--- config.mk ---
export PLATFORM = sky130hd
export DESIGN_NAME = mips_muldiv_unit
export DESIGN_NICKNAME = d
export VERILOG_FILES = /design/src/rtl/mips_muldiv_unit.sv
export SDC_FILE = /design/constraint.sdc
export NUM_CORES = 1
export LEC_CHECK = 0
export ABC_AREA = 1
export ABC_CLOCK_PERIOD_IN_PS = 3300
export CAP_MARGIN = 20
export CORE_MARGIN = 10
export CORE_UTILIZATION = 40
export DETAILED_ROUTE_END_ITERATION = 8
export MAX_ROUTING_LAYER = met4
export PLACE_DENSITY_LB_ADDON = 0.2
export SLEW_MARGIN = 20
export SYNTH_ARGS = -nofsm -noshare
export SYNTH_HDL_FRONTEND = slang
export SYNTH_SLANG_ARGS = --single-unit
export TNS_END_PERCENT = 5
--- constraint.sdc ---
create_clock -name clk -period 3.3 [get_ports clk]
set_input_delay 0.33 -clock clk [delete_from_list [all_inputs] [get_ports clk]]
set_output_delay 0.33 -clock clk [all_outputs]
set_load 0.01 [all_outputs]
--- src/rtl/mips_muldiv_unit.sv ---
// mips_muldiv_unit: iterative multiply/divide unit owning the HI/LO pair.
// Radix-2 shift-add multiply and radix-2 restoring divide, DATA_W iterations
// plus one sign-fixup cycle. Signed ops run on magnitudes and fix signs at the end.
// Optional MADD/MSUB accumulation is enabled by defining MIPS_MDU_MAC_EN;
// without it ops 110/111 complete immediately as no-ops.
module mips_muldiv_unit #(
  parameter int unsigned DATA_W = 32,
  parameter int unsigned CNT_W  = $clog2(DATA_W) + 1
) (
  input  logic              clk,
  input  logic              rst_n,
  input  logic              req_valid,
  output logic              req_ready,
  input  logic [2:0]        req_op,
  input  logic [DATA_W-1:0] req_a,
  input  logic [DATA_W-1:0] req_b,
  input  logic              flush,
  output logic              busy,
  output logic              done,
  output logic [DATA_W-1:0] hi,
  output logic [DATA_W-1:0] lo
);

  localparam int unsigned PROD_W = 2 * DATA_W;

  typedef enum logic [1:0] {
    ST_IDLE = 2'd0,
    ST_ITER = 2'd1,
    ST_FIX  = 2'd2
  } state_e;

  localparam logic [2:0] OP_MULT  = 3'b000;
  localparam logic [2:0] OP_MULTU = 3'b001;
  localparam logic [2:0] OP_DIV   = 3'b010;
  localparam logic [2:0] OP_DIVU  = 3'b011;
  localparam logic [2:0] OP_MTHI  = 3'b100;
  localparam logic [2:0] OP_MTLO  = 3'b101;
  localparam logic [2:0] OP_MADD  = 3'b110;
  localparam logic [2:0] OP_MSUB  = 3'b111;

  // Architectural and working state
  state_e              state_q, state_d;
  logic [2:0]          op_q, op_d;
  logic [DATA_W-1:0]   opb_q, opb_d;          // multiplicand / divisor magnitude
  logic [DATA_W-1:0]   wk_hi_q, wk_hi_d;      // partial product high / partial remainder
  logic [DATA_W-1:0]   wk_lo_q, wk_lo_d;      // multiplier bits / dividend-quotient shifter
  logic [DATA_W-1:0]   dvd_q, dvd_d;          // raw dividend, returned in HI on divide by zero
  logic                neg_res_q, neg_res_d;  // product / quotient must be negated
  logic                neg_rem_q, neg_rem_d;  // remainder must be negated
  logic [CNT_W-1:0]    cnt_q, cnt_d;
  logic [DATA_W-1:0]   hi_q, hi_d;
  logic [DATA_W-1:0]   lo_q, lo_d;
  logic                done_q, done_d;
  logic                busy_q, busy_d;

  // Request decode and operand magnitude conversion
  logic                accept_c;
  logic                op_signed_c;
  logic                a_neg_c, b_neg_c;
  logic [DATA_W-1:0]   a_mag_c, b_mag_c;

  // Iteration datapath
  logic                is_div_c;
  logic [DATA_W:0]     mul_sum_c;
  logic [DATA_W:0]     div_rs_c;
  logic [DATA_W-1:0]   div_diff_c;
  logic                div_ge_c;

  // Sign fixup datapath
  logic [PROD_W-1:0]   prod_s_c;
  logic [DATA_W-1:0]   quo_s_c, rem_s_c;
  logic                div_zero_c;
`ifdef MIPS_MDU_MAC_EN
  logic [PROD_W-1:0]   acc_c;
`endif

  assign req_ready = (state_q == ST_IDLE) && !flush;
  assign busy      = busy_q;
  assign done      = done_q;
  assign hi        = hi_q;
  assign lo        = lo_q;

  // Request acceptance and signed-operand magnitudes
  always_comb begin
    accept_c    = req_valid && req_ready;
    op_signed_c = (req_op == OP_MULT) || (req_op == OP_DIV) ||
                  (req_op == OP_MADD) || (req_op == OP_MSUB);
    a_neg_c     = op_signed_c && req_a[DATA_W-1];
    b_neg_c     = op_signed_c && req_b[DATA_W-1];
    a_mag_c     = a_neg_c ? (DATA_W'(0) - req_a) : req_a;
    b_mag_c     = b_neg_c ? (DATA_W'(0) - req_b) : req_b;
  end

  // One radix-2 step of shift-add multiply and restoring divide
  always_comb begin
    is_div_c   = (op_q == OP_DIV) || (op_q == OP_DIVU);
    mul_sum_c  = {1'b0, wk_hi_q} +
                 (wk_lo_q[0] ? {1'b0, opb_q} : {(DATA_W+1){1'b0}});
    div_rs_c   = {wk_hi_q, wk_lo_q[DATA_W-1]};
    div_ge_c   = (div_rs_c >= {1'b0, opb_q});
    div_diff_c = DATA_W'(div_rs_c - {1'b0, opb_q});
  end

  // Sign application for the final result
  always_comb begin
    prod_s_c   = neg_res_q ? (PROD_W'(0) - {wk_hi_q, wk_lo_q}) : {wk_hi_q, wk_lo_q};
    quo_s_c    = neg_res_q ? (DATA_W'(0) - wk_lo_q) : wk_lo_q;
    rem_s_c    = neg_rem_q ? (DATA_W'(0) - wk_hi_q) : wk_hi_q;
    div_zero_c = (opb_q == '0);
`ifdef MIPS_MDU_MAC_EN
    acc_c      = {hi_q, lo_q};
`endif
  end

  // Next-state and datapath control
  always_comb begin
    state_d   = state_q;
    op_d      = op_q;
    opb_d     = opb_q;
    wk_hi_d   = wk_hi_q;
    wk_lo_d   = wk_lo_q;
    dvd_d     = dvd_q;
    neg_res_d = neg_res_q;
    neg_rem_d = neg_rem_q;
    cnt_d     = cnt_q;
    hi_d      = hi_q;
    lo_d      = lo_q;
    done_d    = 1'b0;

    unique case (state_q)
      ST_IDLE: begin
        if (accept_c) begin
          op_d      = req_op;
          opb_d     = b_mag_c;
          wk_hi_d   = '0;
          wk_lo_d   = a_mag_c;
          dvd_d     = req_a;
          neg_res_d = a_neg_c ^ b_neg_c;
          neg_rem_d = a_neg_c;
          unique case (req_op)
            OP_MTHI: begin
              hi_d   = req_a;
              done_d = 1'b1;
            end
            OP_MTLO: begin
              lo_d   = req_a;
              done_d = 1'b1;
            end
            OP_MADD, OP_MSUB: begin
`ifdef MIPS_MDU_MAC_EN
              state_d = ST_ITER;
              cnt_d   = CNT_W'(DATA_W);
`else
              done_d  = 1'b1;
`endif
            end
            default: begin
              state_d = ST_ITER;
              cnt_d   = CNT_W'(DATA_W);
            end
          endcase
        end
      end

      ST_ITER: begin
        if (flush) begin
          state_d = ST_IDLE;
          cnt_d   = '0;
        end else begin
          if (is_div_c) begin
            wk_hi_d = div_ge_c ? div_diff_c : div_rs_c[DATA_W-1:0];
            wk_lo_d = {wk_lo_q[DATA_W-2:0], div_ge_c};
          end else begin
            wk_hi_d = mul_sum_c[DATA_W:1];
            wk_lo_d = {mul_sum_c[0], wk_lo_q[DATA_W-1:1]};
          end
          cnt_d = cnt_q - CNT_W'(1);
          if (cnt_q == CNT_W'(1)) begin
            state_d = ST_FIX;
          end
        end
      end

      ST_FIX: begin
        state_d = ST_IDLE;
        // A flush in this cycle discards the result entirely
        if (!flush) begin
          done_d = 1'b1;
          unique case (op_q)
            OP_DIV, OP_DIVU: begin
              if (div_zero_c) begin
                hi_d = dvd_q;
                lo_d = '1;
              end else begin
                hi_d = rem_s_c;
                lo_d = quo_s_c;
              end
            end
`ifdef MIPS_MDU_MAC_EN
            OP_MADD: {hi_d, lo_d} = acc_c + prod_s_c;
            OP_MSUB: {hi_d, lo_d} = acc_c - prod_s_c;
`endif
            default: {hi_d, lo_d} = prod_s_c;
          endcase
        end
      end

      default: begin
        state_d = ST_IDLE;
      end
    endcase

    busy_d = (state_d != ST_IDLE);
  end

  // State and result registers
  always_ff @(posedge clk or negedge rst_n) begin
    if (!rst_n) begin
      state_q   <= ST_IDLE;
      op_q      <= OP_MULT;
      opb_q     <= '0;
      wk_hi_q   <= '0;
      wk_lo_q   <= '0;
      dvd_q     <= '0;
      neg_res_q <= 1'b0;
      neg_rem_q <= 1'b0;
      cnt_q     <= '0;
      hi_q      <= '0;
      lo_q      <= '0;
      done_q    <= 1'b0;
      busy_q    <= 1'b0;
    end else begin
      state_q   <= state_d;
      op_q      <= op_d;
      opb_q     <= opb_d;
      wk_hi_q   <= wk_hi_d;
      wk_lo_q   <= wk_lo_d;
      dvd_q     <= dvd_d;
      neg_res_q <= neg_res_d;
      neg_rem_q <= neg_rem_d;
      cnt_q     <= cnt_d;
      hi_q      <= hi_d;
      lo_q      <= lo_d;
      done_q    <= done_d;
      busy_q    <= busy_d;
    end
  end

endmodule

==> results summary <==
The total clock sinks is 206. The worst setup path is captured at a flop. The analysis attributes to cell leakage a power of 11.7 nW. The count of nets left with antenna violations once routing finished came out at 0.

After clock tree synthesis, the repair step resized 0 gates. VDD sags by at most 0.000464 V. The first global-routing pass estimated 131,000 um of wire.

The worst register-to-register path ends at wk_hi_q[27]. The die area came out at 0.0588 mm^2. The total of fill cells in the finished design is 5,309. The share of synthesized registers carrying an async set or reset is 100%. The number of buffers added to fix hold violations after cts came out at 1. The detailed-route wire length is 87,700 um. The slack of the worst reg-to-reg path came out at 0.35 ns. The number of H-tree levels is 1. 138 I/O pins were placed. The number of different library cells used by synthesis comes to 53. The fmax is 338 MHz. In this run the power density over the cells is 789 mW/mm^2. The total routing usage reported by global routing is 29.4%. The synthesized design contains 0 enable-type register cells.

In the final layout, the multi-input gates occupy 0.0125 mm^2. The sequential element share of the synthesized area came out at 26.0%. The area of the placeable core came out at 0.0490 mm^2. The total of endpoints with negative setup slack in the final report came out at 0.

The HPWL after detailed placement is 69,600 um. The number of placement rows came out at 81. The flow ran to the end, and the final reports show no timing, DRC or antenna violations. The die width came out at 242 um.

The first-pass detailed-route iteration total is 8. The clock slew at the register clock pins of the worst setup and hold paths came out at 0.07 ns. The number of standard cells after synthesis came out at 3,383.

The aggregate global routing overflow came out at 0. The largest buffer count on any clock path is 3. The initial antenna violation count is 0. The wire length per cell after detailed routing came out at 20.9 um. The final layout net count is 3,658. Among all flip-flop cells after synthesis, the most frequent one is sky130_fd_sc_hd__dfrtp_1. The count of final max-slew check failures came out at 0. During synthesis, Yosys emitted a total of 0 warnings. The detailed router's first-iteration violation count came out at 2,942.

In the routed design, unresolved DRC markers number 0. The critical register-to-register path startpoint is wk_lo_q[0]. Setup repair after global routing left no endpoint under its margin. The count of inserted antenna diode cells is 0. The y dimension of the die is 242 um. In the final layout, the share of cells above drive strength 1 is 5.83%. The required time of the critical path came out at 3.77 ns.

The via count of the first global-routing pass came out at 20,500. A synthesized cell averages 5.85 um^2. For the worst setup path, the data arrival time is 3.43 ns.

The critical path in this run is classified as reg2reg. The final RePlAce weighted congestion is 1.02. The number of nets produced by synthesis came out at 3,526. The transition time at the pin with the least slew margin came out at 0.845 ns. In this run, synthesis produced a sequential element count of 206. STA classifies the critical path startpoint as a flop. The root buffer cell chosen for the clock tree is sky130_fd_sc_hd__clkbuf_16.

The relative slew slack is 43.1%. The ratio of final minimum period to clock period came out at 89.5%. The count of max-cap constraint violations is 0. The via count came out at 22,900. The via count normalized by instance count is 5.45. TritonCTS built the clock tree. The tightest min-delay check is of the in2async type. The total count of hold-check failures in the final report is 0. The top fanout value on the critical path is 6. The clock period minus final worst setup slack came out at 2.95 ns. The summed instance area of the synthesized netlist is 0.0198 mm^2.

The growth of design area from synthesis to finish is 17.0%. The clock buffer count from CTS came out at 28. The number of cells on the worst reg-to-reg path is 15. The final setup skew is 0.0152 ns.

The clock insertion delay at the later pin of the skew report is 0.58 ns. The post-CTS repair timing setup buffer count is 0. The final hold slack is 0.327 ns. The pin count of the biggest net entering global routing is 125. In this run the tool buffered the top-level ports with 137 buffer cells. For the final routed database, the setup TNS stands at 0 ns.

Registers take 0.00516 mm^2. The effective utilization at floorplan came out at 40.4%.
-- routing by layer --
metal	global-route usage (%)	routed length (um)
met4	6.05	1980
met5	-	0
met2	39.2	34400
met3	6.16	9740
met1	44.1	41600
-- how the worst max path moves through the flow --
stage	slack, ns	cells past startpoint	start	endpoint
6_report	0.35	15	wk_lo_q[0]	wk_hi_q[27]
3_3_place_gp	0.51	17	req_a[0]	wk_lo_q[30]
3_5_place_dp	0.50	15	wk_lo_q[0]	wk_hi_q[27]
5_1_grt	0.18	17	wk_lo_q[0]	wk_hi_q[21]
4_1_cts	0.48	15	wk_lo_q[0]	wk_hi_q[27]
2_1_floorplan	0.81	17	wk_lo_q[0]	wk_hi_q[23]
-- stage by stage --
step	std cells	util (%)	cell area (um^2)	setup slack (ns)	total power, mW
finish	4199	47.3	23200	0.345	18.3
detailed placement	4148	45.3	22200	0.499	14.6
global route	4199	47.3	23200	0.176	19.6
floorplan	3383	-	19800	0.810	10.5
CTS	4199	47.3	23200	0.483	18.0
global placement	4148	45.3	22200	0.509	14.7
-- registers in the layout, summed over array words and instances, names as in the netlist, 2 cells and up --
name / flops
wk_lo_q: 32
lo: 32
wk_hi_q: 32
hi: 32
dvd_q: 32
state_q: 2
op_q: 2
opb_q: 32
cnt_q: 6
-- cell families (layout without fill, tap and decap cells) --
family / Yosys count / in the layout / share of synthesized area [%]
flops: 206 / 206 / 26.0
fa+ha+maj: 72 / 72 / 4.63
xor+xnor: 67 / 67 / 2.96
compound gates: 531 / 531 / 14.5
buf+inv: 541 / 693 / 10.7
simple gates: 1966 / 1966 / 41.2
-- synth_stat cells, drive strengths merged, types with 5 or more instances --
cell type | number | area share [%]
xnor2 | 12 | 0.53
dfrtp | 206 | 26
o31ai | 5 | 0.19
ha | 70 | 4.4
nor4 | 6 | 0.19
a31oi | 22 | 0.70
nand2 | 1066 | 20
nand3b | 15 | 0.63
o21ai | 264 | 6.9
nor3 | 32 | 0.97
o211ai | 17 | 0.64
clkbuf | 60 | 1.1
o21bai | 6 | 0.23
xor2 | 55 | 2.4
nand4 | 51 | 1.7
inv | 423 | 8.0
a21oi | 202 | 5.2
buf | 57 | 1.5
nand3 | 262 | 6.7
nor2 | 523 | 10
-- power by group --
group	total [mW]	internal (mW)	switching (mW)
combinational	10.9	3.57	7.32
clock	3.25	2.00	1.26
sequential	4.12	3.28	0.845
total	18.3	8.85	9.42
-- cell usage in the layout (no fill, tap or decap), types with 9 or more instances in the layout --
master / count
sky130_fd_sc_hd__o21ai_1: 29
sky130_fd_sc_hd__nand3b_1: 14
sky130_fd_sc_hd__a31oi_1: 22
sky130_fd_sc_hd__o211ai_1: 17
sky130_fd_sc_hd__nor2_1: 499
sky130_fd_sc_hd__xnor2_1: 12
sky130_fd_sc_hd__inv_2: 16
sky130_fd_sc_hd__buf_4: 76
sky130_fd_sc_hd__nand4_1: 49
sky130_fd_sc_hd__clkdlybuf4s50_1: 136
sky130_fd_sc_hd__a21oi_1: 198
sky130_fd_sc_hd__clkbuf_16: 28
sky130_fd_sc_hd__ha_1: 70
sky130_fd_sc_hd__nor3_1: 27
sky130_fd_sc_hd__xor2_1: 55
sky130_fd_sc_hd__nor2_2: 20
sky130_fd_sc_hd__o21ai_0: 229
sky130_fd_sc_hd__nand2_2: 9
sky130_fd_sc_hd__nand2_1: 1054
sky130_fd_sc_hd__nand3_1: 259
sky130_fd_sc_hd__inv_1: 408
sky130_fd_sc_hd__dfrtp_1: 205
-- worst max-delay path, stage by stage, from the launching register on --
cell and delay, ns:
sky130_fd_sc_hd__dfrtp_1 0.49, sky130_fd_sc_hd__nand2_1 0.09, sky130_fd_sc_hd__inv_1 0.06, sky130_fd_sc_hd__ha_1 0.19
sky130_fd_sc_hd__inv_1 0.07, sky130_fd_sc_hd__fa_1 0.43, sky130_fd_sc_hd__o21ai_1 0.49, sky130_fd_sc_hd__nand2_1 0.11
sky130_fd_sc_hd__nand2_1 0.20, sky130_fd_sc_hd__nand2_1 0.08, sky130_fd_sc_hd__nand2_1 0.13, sky130_fd_sc_hd__nand2_1 0.10
sky130_fd_sc_hd__nand3_1 0.10, sky130_fd_sc_hd__nand3_1 0.13, sky130_fd_sc_hd__nand3_1 0.14, sky130_fd_sc_hd__nand2_1 0.05
-- area by class of cell --
cell class	instances	share of cell area [%]
tap	664	3.59
timing repair buffer	219	8.88
clock inverter	12	0.767
multi-input combinational	2636	54.2
clock buffer	38	3.45
inverter	424	6.87
sequential	206	22.3
No activity file was read; power rests on OpenSTA's default activity.
